==> config.mk <==
export PLATFORM = sky130hd
export DESIGN_NAME = iir1_stream
export DESIGN_NICKNAME = d
export VERILOG_FILES = /design/src/rtl/iir1_pkg.sv /design/src/rtl/iir1_stream_mult_pipe.sv /design/src/rtl/iir1_stream.sv
export SDC_FILE = /design/constraint.sdc
export NUM_CORES = 2
export LEC_CHECK = 0
export BUFFER_PORTS_ARGS = -buffer_cell sky130_fd_sc_hd__buf_2
export CAP_MARGIN = 20
export CORE_ASPECT_RATIO = 1.5
export CORE_MARGIN = 2
export CORE_UTILIZATION = 55
export DETAILED_ROUTE_END_ITERATION = 8
export GPL_TIMING_DRIVEN = 0
export PLACE_DENSITY = 0.72
export REMOVE_ABC_BUFFERS = 1
export SKIP_CTS_REPAIR_TIMING = 1
export SLEW_MARGIN = 0
export SYNTH_ARGS = -nofsm -noshare
export SYNTH_HDL_FRONTEND = slang
export SYNTH_SLANG_ARGS = --single-unit
==> constraint.sdc <==
create_clock -name clk -period 8.58 [get_ports clk]
set_input_delay 1.716 -clock clk [delete_from_list [all_inputs] [get_ports clk]]
set_output_delay 1.716 -clock clk [all_outputs]
set_load 0.01 [all_outputs]
==> src/rtl/iir1_pkg.sv <==
// Shared definitions for the first-order IIR stream filter: default widths,
// FSM state encoding and the output saturation helpers.
package iir1_pkg;

    localparam int DEF_X_W     = 8;
    localparam int DEF_Y_W     = 32;
    localparam int DEF_C_W     = 16;
    localparam int DEF_FRAC    = 0;
    localparam int DEF_MUL_LAT = 2;
    localparam int MUL_LAT_MIN = 1;

    // Working width of the saturation helpers. Any accumulator of P bits
    // (P = Y_W + C_W + 1) is sign-extended to this width first, so P must
    // not exceed it.
    localparam int SAT_W = 128;

    typedef enum logic [1:0] {
        IDLE = 2'd0,
        MUL  = 2'd1,
        SUM  = 2'd2,
        OUT  = 2'd3
    } state_t;

    // Largest value representable in a signed y_w-bit word.
    function automatic logic signed [SAT_W-1:0] sat_max(input int y_w);
        return (SAT_W'(1) <<< (y_w - 1)) - SAT_W'(1);
    endfunction

    // True when v (a sign-extended P-bit value) does not fit in y_w bits.
    function automatic logic sat_hit(input logic signed [SAT_W-1:0] v,
                                     input int y_w);
        return (v > sat_max(y_w)) || (v < ~sat_max(y_w));
    endfunction

    // v clipped to [-2^(y_w-1), 2^(y_w-1)-1]; the caller keeps the low y_w bits.
    function automatic logic signed [SAT_W-1:0] sat_clip(input logic signed [SAT_W-1:0] v,
                                                         input int y_w);
        if (v > sat_max(y_w)) begin
            return sat_max(y_w);
        end
        if (v < ~sat_max(y_w)) begin
            return ~sat_max(y_w);
        end
        return v;
    endfunction

endpackage

==> src/rtl/iir1_stream_mult_pipe.sv <==
// Signed multiplier followed by a LAT-deep register pipeline. The product of
// the operands present at edge t appears on p after edge t+LAT.
module mult_pipe #(
    parameter int A_W = 16,
    parameter int B_W = 32,
    parameter int LAT = 2
) (
    input  logic                     clk,
    input  logic                     reset,
    input  logic signed [A_W-1:0]    a,
    input  logic signed [B_W-1:0]    b,
    output logic signed [A_W+B_W-1:0] p
);

    localparam int P_W = A_W + B_W;

    logic signed [P_W-1:0] prod;
    logic signed [P_W-1:0] pipe_q [LAT];

    // Both operands are sign-extended to the full product width first.
    assign prod = P_W'(a) * P_W'(b);

    // Free-running product pipeline; cleared only by reset.
    always_ff @(posedge clk or negedge reset) begin
        if (!reset) begin
            for (int i = 0; i < LAT; i++) begin
                pipe_q[i] <= '0;
            end
        end else begin
            pipe_q[0] <= prod;
            for (int i = 1; i < LAT; i++) begin
                pipe_q[i] <= pipe_q[i-1];
            end
        end
    end

    assign p = pipe_q[LAT-1];

endmodule

==> src/rtl/iir1_stream.sv <==
// First-order IIR filter y[n] = a*y[n-1] + b*x[n] with run-time signed
// fixed-point coefficients, stream handshakes on both sides, a pipelined
// multiplier and saturating output. Holds the feedback state y[n-1].
module iir1_stream
    import iir1_pkg::*;
#(
    parameter int X_W     = DEF_X_W,
    parameter int Y_W     = DEF_Y_W,
    parameter int C_W     = DEF_C_W,
    parameter int FRAC    = DEF_FRAC,
    parameter int MUL_LAT = DEF_MUL_LAT
) (
    input  logic                  clk,
    input  logic                  reset,
    input  logic                  clear,
    input  logic signed [C_W-1:0] a_coef,
    input  logic signed [C_W-1:0] b_coef,
    input  logic                  in_valid,
    output logic                  in_ready,
    input  logic signed [X_W-1:0] x_in,
    output logic                  out_valid,
    input  logic                  out_ready,
    output logic signed [Y_W-1:0] y_out,
    output logic                  sat,
    output state_t                dbg_state
);

    // Full accumulator width: a*y needs C_W+Y_W bits, one more for the add.
    localparam int P       = Y_W + C_W + 1;
    localparam int LAT_EFF = (MUL_LAT < MUL_LAT_MIN) ? MUL_LAT_MIN : MUL_LAT;
    localparam int CNT_W   = $clog2(LAT_EFF + 1);

    state_t                 state;
    logic [CNT_W-1:0]       cnt;
    logic signed [X_W-1:0]  x_q;
    logic signed [C_W-1:0]  a_q;
    logic signed [C_W-1:0]  b_q;
    logic signed [Y_W-1:0]  y_state;

    logic signed [C_W+Y_W-1:0] prod_ay;
    logic signed [C_W+X_W-1:0] prod_bx;
    logic signed [P-1:0]       acc;
    logic signed [P-1:0]       acc_sh;
    logic signed [SAT_W-1:0]   acc_wide;
    logic signed [Y_W-1:0]     y_next;
    logic                      sat_next;

    // Handshake rule for both ports: a transfer happens on a rising edge where
    // valid and ready are both high; a source holding valid keeps its data
    // stable until that edge, and valid never waits on ready. in_ready is
    // combinational from out_ready so a new sample can enter on the same edge
    // the previous result leaves.
    assign in_ready  = reset && ((state == IDLE) || ((state == OUT) && out_ready));
    assign dbg_state = state;

    // a * y[n-1]: y_state is stable from SUM of one sample until the next one's SUM.
    mult_pipe #(
        .A_W (C_W),
        .B_W (Y_W),
        .LAT (LAT_EFF)
    ) u_mul_ay (
        .clk   (clk),
        .reset (reset),
        .a     (a_q),
        .b     (y_state),
        .p     (prod_ay)
    );

    // b * x[n] from the operands captured at acceptance.
    mult_pipe #(
        .A_W (C_W),
        .B_W (X_W),
        .LAT (LAT_EFF)
    ) u_mul_bx (
        .clk   (clk),
        .reset (reset),
        .a     (b_q),
        .b     (x_q),
        .p     (prod_bx)
    );

    // Sum at full width, floor-shift out the fractional bits, then clip.
    assign acc      = P'(prod_ay) + P'(prod_bx);
    assign acc_sh   = acc >>> FRAC;
    assign acc_wide = SAT_W'(acc_sh);
    assign y_next   = Y_W'(sat_clip(acc_wide, Y_W));
    assign sat_next = sat_hit(acc_wide, Y_W);

    // Control FSM with latency counter, operand capture and registered outputs.
    always_ff @(posedge clk or negedge reset) begin
        if (!reset) begin
            state     <= IDLE;
            cnt       <= '0;
            x_q       <= '0;
            a_q       <= '0;
            b_q       <= '0;
            y_state   <= '0;
            y_out     <= '0;
            sat       <= 1'b0;
            out_valid <= 1'b0;
        end else if (clear) begin
            state     <= IDLE;
            cnt       <= '0;
            y_state   <= '0;
            y_out     <= '0;
            sat       <= 1'b0;
            out_valid <= 1'b0;
        end else begin
            case (state)
                IDLE: begin
                    if (in_valid) begin
                        x_q   <= x_in;
                        a_q   <= a_coef;
                        b_q   <= b_coef;
                        cnt   <= CNT_W'(LAT_EFF - 1);
                        state <= MUL;
                    end
                end
                MUL: begin
                    if (cnt == '0) begin
                        state <= SUM;
                    end else begin
                        cnt <= cnt - CNT_W'(1);
                    end
                end
                SUM: begin
                    y_out     <= y_next;
                    y_state   <= y_next;
                    sat       <= sat_next;
                    out_valid <= 1'b1;
                    state     <= OUT;
                end
                OUT: begin
                    if (out_ready) begin
                        out_valid <= 1'b0;
                        if (in_valid) begin
                            x_q   <= x_in;
                            a_q   <= a_coef;
                            b_q   <= b_coef;
                            cnt   <= CNT_W'(LAT_EFF - 1);
                            state <= MUL;
                        end else begin
                            state <= IDLE;
                        end
                    end
                end
                default: begin
                    state <= IDLE;
                end
            endcase
        end
    end

endmodule

# == Yosys cells after proc, flatten, opt, wreduce, memory -nomap -nowiden ==
# Index checks and enable logic that the tools add are counted.
# Widths: inputs -> output; s select.
# totals
reg_bits,222
latch_bits,0
ram_bits,0
romBits,0
elab_cells,75
n_memories,0
# op_classes
n_addsub,2
mul,2
div,0
order_cmp,2
eq_ne,8
shifts,0
muxes,34
bitwise_logic,1
n_reduce_logical,14
# op_table
operator,count
$mux 32,6
$mux 16,4
$pmux 16 s2,2
$add 48x24->49,1
$gt 49x32->1 const B,1
$lt 49x32->1 const B,1
$mul 16x32->48,1
$mul 16x8->24,1
$mux 2,8
$mux 8,2
$pmux 8 s2,1
$ne 3x3->1 const B,4
$reduce_and 3->1,3
$mux 1,8
$pmux 2 s4,1
$pmux 2 s3,1
$eq 2x2->1 const B,2
$logic_not 2->1,2
$reduce_bool 2->1,2
$reduce_bool 4->1,1
$reduce_bool 3->1,1
$eq 2x1->1 const B,1
$logic_and 1x1->1,2
$logic_or 1x1->1,2
other kinds (5),5

# == Depth between registers and ports, before layout ==
# depth
depth_word,8
mapped_depth,27
mapped_depth_nobuf,26

# == By module ==
# A second synthesis with hierarchy kept.
# unflattened
cells_unflattened,3524
hier_area_um2,33095.5
# by_module_without_submodules
mod,n_inst,cells_each,area_each_um2
mult_pipe (u_mul_ay),1,2199,20676.1
iir1_stream,1,723,6402.4
mult_pipe (u_mul_bx),1,602,6017.0

# == Worst setup path before layout ==
# No wires, ideal clock.
# synth_path
kind,reg-to-reg
startpoint,reg y_state[11]
endpoint,reg u_mul_ay.pipe_q[93] in the netlist's numbering
setup_time_ns,0.079
t_arrival_ns,6.484
required_time_ns,8.501
path_slack_ns,2.017
stages_incl_launch_ff,25
period_less_slack_ns,6.563
cell_sequence,dfrtp_1 clkbuf_1 nand2_1 fa_1 fa_1 fa_1 inv_1 fa_1 fa_1 inv_1 fa_1 inv_1 ha_1 inv_1 nor2_1 nor2_1 o21a_1 a31oi_1 a221o_1 a31oi_1 o211a_1 o311ai_0 a31oi_1 o21ai_0 xor2_1
# synth_between
elab_chain_cells,1
# synth_rtl
element,line,source
start: declaration,iir1_stream.sv:38,logic signed [Y_W-1:0] y_state;
start signal: assignment,iir1_stream.sv:128,y_state <= y_next;
$mul 16x32->48,iir1_stream_mult_pipe.sv:21,assign prod = P_W'(a) * P_W'(b);
via u_mul_ay.prod[45],iir1_stream_mult_pipe.sv:17,logic signed [P_W-1:0] prod;
end signal: indexed assignment,iir1_stream_mult_pipe.sv:32,pipe_q[i] <= pipe_q[i-1];
end: declaration,iir1_stream_mult_pipe.sv:18,logic signed [P_W-1:0] pipe_q [LAT];
# The timed path passes the listed nets, and every way through them passes these cells.
# A chain may end at the register's enable or synchronous reset.

# == Final worst setup path ==
# layout_path
startpoint,reg y_state[9]
endpoint,reg u_mul_ay.pipe_q[95] in the netlist's numbering
# The elaborated chain is that of the path after synthesis.

==> flow_summary.json <==
{
  "fmax_mhz": 124.7,
  "numPortBuffers": 81,
  "place_congestion": 0.8881,
  "place_hpwl_mm": 57.06,
  "synthToLayoutAreaGrowth_pct": 6.882,
  "synth_seq_cells": 222,
  "overflow": 0,
  "critPathLaunchType": "register",
  "syn_inst": 3331,
  "first_global_vias": 24600,
  "syn_area_per_cell_sq_um": 9.573,
  "end_kind": "register",
  "synth_ff_type": "dfrtp_1",
  "cts_inserted_buffers": 26,
  "grt_antenna_before_repair": 0,
  "drc": 0,
  "drtIter0Drc": 1139,
  "status": "finished, final reports clean",
  "critPathKind": "register to register",
  "slew-limit-headroom": 0.2985,
  "num_rows": 108,
  "rsz0062_at_grt": "false",
  "final_cell_mix": "inv_1 (686), fa_1 (590), nand2_1 (363)",
  "routed_wl_mm": 71.39,
  "cts-root-buf": "clkbuf_16",
  "async_reset_ff_frac": 1.000,
  "die_h_um": 298.9,
  "cts_tree": "built",
  "avgViaCountPerCell": 5.471,
  "gr-usage-all-layers": 0.2536,
  "final_common_cell": "inv_1",
  "synth_area_sq_mm": 0.03189,
  "ctsHtreeMaxLevel": 1,
  "hold_viol_final": 0,
  "arrival_ns": 8.46,
  "clk_pin_slew_worst_paths_ns": 0.07,
  "synthDominantCellAreaShare": 0.3704,
  "fin_setup_tns_ns": 0,
  "regArea_sq_mm": 0.005558,
  "clock_path_buffers": 3,
  "min_period_over_period": 0.9350,
  "layout-drive-gt1-share": 0.06215,
  "drv_slew": 0,
  "min_from": "u_mul_ay.pipe_q[59]$_DFF_PN0_",
  "drtAntennaViolNets": 0,
  "drv_cap": 0,
  "drt-pass1-iter-count": 5,
  "final_nets": 4176,
  "wl_per_cell_um": 17.34,
  "crit_chain": "nand2_1, fa_1, fa_1, fa_1, inv_1, fa_1, fa_1, inv_1, fa_1, inv_1, ha_1, inv_1, nor2_1, nor2_1, o21a_1, a31oi_1, a221o_1, a31oi_1, o211a_1, o311ai_0, a31oi_1, o21a_1, o211ai_1",
  "insertion_delay_ns": 0.56,
  "cts.sinks": 222,
  "startpoint": "y_state[9]$_DFFE_PN0P_",
  "synth_edf_count": 0,
  "worstMarginPinSlew_ns": 1.052,
  "critPathMaxStageDelay_ns": 0.94,
  "io_pins": 82,
  "dieArea_sq_mm": 0.05996,
  "cp_common_cell": "fa_1",
  "fp.dieW_um": 200.6,
  "synth_area_leader_cell": "fa_1",
  "whs_ns": 0.3374,
  "r2r_start": "y_state[9]$_DFFE_PN0P_",
  "synth-seq-area-share": 0.1742,
  "yosysWarningCount": 0,
  "finalSetupViolations": 0,
  "hold_class": "register to register",
  "fin_skew_ns": 0.01517,
  "multi_input_area_sq_mm": 0.02321,
  "critPathSlowestCell": "dfrtp_1",
  "n_fill_cell": 4983,
  "crit_fanout": 18,
  "via_count": 22530,
  "fin_crit_ns": 8.022,
  "initial_core_util": 0.5539,
  "grt_start_max_net_pins": 128,
  "grt_pass1_wl_mm": 122.7,
  "synth_area_leaders": "fa_1 (37%), dfrtp_1 (17%), ha_1 (8.4%), inv_1 (8.1%), and2_1 (5.7%)",
  "core_sq_mm": 0.05757,
  "synth.distinct_cells": 75,
  "cp_data_required_time_ns": 9.01,
  "antenna_cells": 0
}
## state kept, by name, indices dropped and copies added, names as in the netlist
signal,flops
sat,1
dbg_state,2
cnt,2
a_q,16
b_q,16
u_mul_bx.p,24
u_mul_bx.pipe_q,24
u_mul_ay.pipe_q,48
x_q,8
out_valid,1
u_mul_ay.p,48
y_state,32
## Yosys cell counts (all sizes together), types with 4 or more instances
master  number
a31oi       18
nor2       129
inv        687
nor4         4
o21bai      20
clkbuf     112
ha         213
nand2      364
nor2b       13
o21a        13
xor2        32
and3        10
a21boi       6
or2          5
fa         590
dfrtp      222
nor3        21
buf         21
and2       288
nand3       19
o21ai       58
mux2        40
a21oi      106
xnor2       76
a41oi        5
a21o        59
or3         36
o211ai      17
a211oi      11
o32ai       31
nand2b      36
nand4       19
## cell families after synthesis
logic type / Yosys count / share of synthesized area
compound gates: 374 / 0.07851
xor+xnor: 108 / 0.02966
fa+ha+maj: 803 / 0.4540
buf+inv: 820 / 0.09809
flops: 222 / 0.1742
mux: 42 / 0.01475
simple gates: 962 / 0.1508
## path summary, 6_finish.rpt
path | cells past startpoint | to | slack [ns]
setup / recovery | 23 | u_mul_ay.pipe_q[95]$_DFF_PN0_ | 0.56
hold / removal | 0 | u_mul_ay.p[11]$_DFF_PN0_ | 0.34
setup reg to reg | 23 | u_mul_ay.pipe_q[95]$_DFF_PN0_ | 0.56
hold reg to reg | 0 | u_mul_ay.p[11]$_DFF_PN0_ | 0.34
max in group asynchronous | 2 | u_mul_ay.pipe_q[76]$_DFF_PN0_ | 6.34
min in group asynchronous | 1 | b_q[9]$_DFFE_PN0P_ | 1.19
## stage by stage
step           std cells  area, sq um  utilization  setup slack (ns)
2_1_floorplan       3198        31340            -             1.957
3_3_place_gp        4049        32710       0.5682          -0.05464
3_5_place_dp        4067        33140       0.5756            0.5910
4_1_cts             4114        34010       0.5908            0.5130
5_1_grt             4117        34080       0.5921            0.1861
6_report            4117        34080       0.5921            0.5576
## critical path, delay by kind of cell (launching register included)
family          cells  cell delay [ns]
fa+ha+maj           7             3.39
compound gates      9             3.00
flops               1             0.94
simple gates        3             0.36
buf+inv             4             0.21
## per-layer routing
layer	vias up	GRT usage	wire length (um)
met1	11640	0.2969	27300
li1	10220	-	-
met2	498	0.4820	38930
met4	0	0.09506	2815
met3	175	0.02094	2347
met5	-	0	0
## final cells by class
cell class                      instances  share of cell area
Inverter                              687             0.07566
Multi-Input combinational cell       2289              0.6810
Timing Repair Buffer                  102             0.02640
Clock inverter                         17            0.006057
Clock buffer                           30             0.01953
Tap cell                              770             0.02827
Sequential cell                       222              0.1631
Power is left out: the tool's default activity adds up to more than one toggle a clock period on the data nets, which glitch-free logic cannot reach.
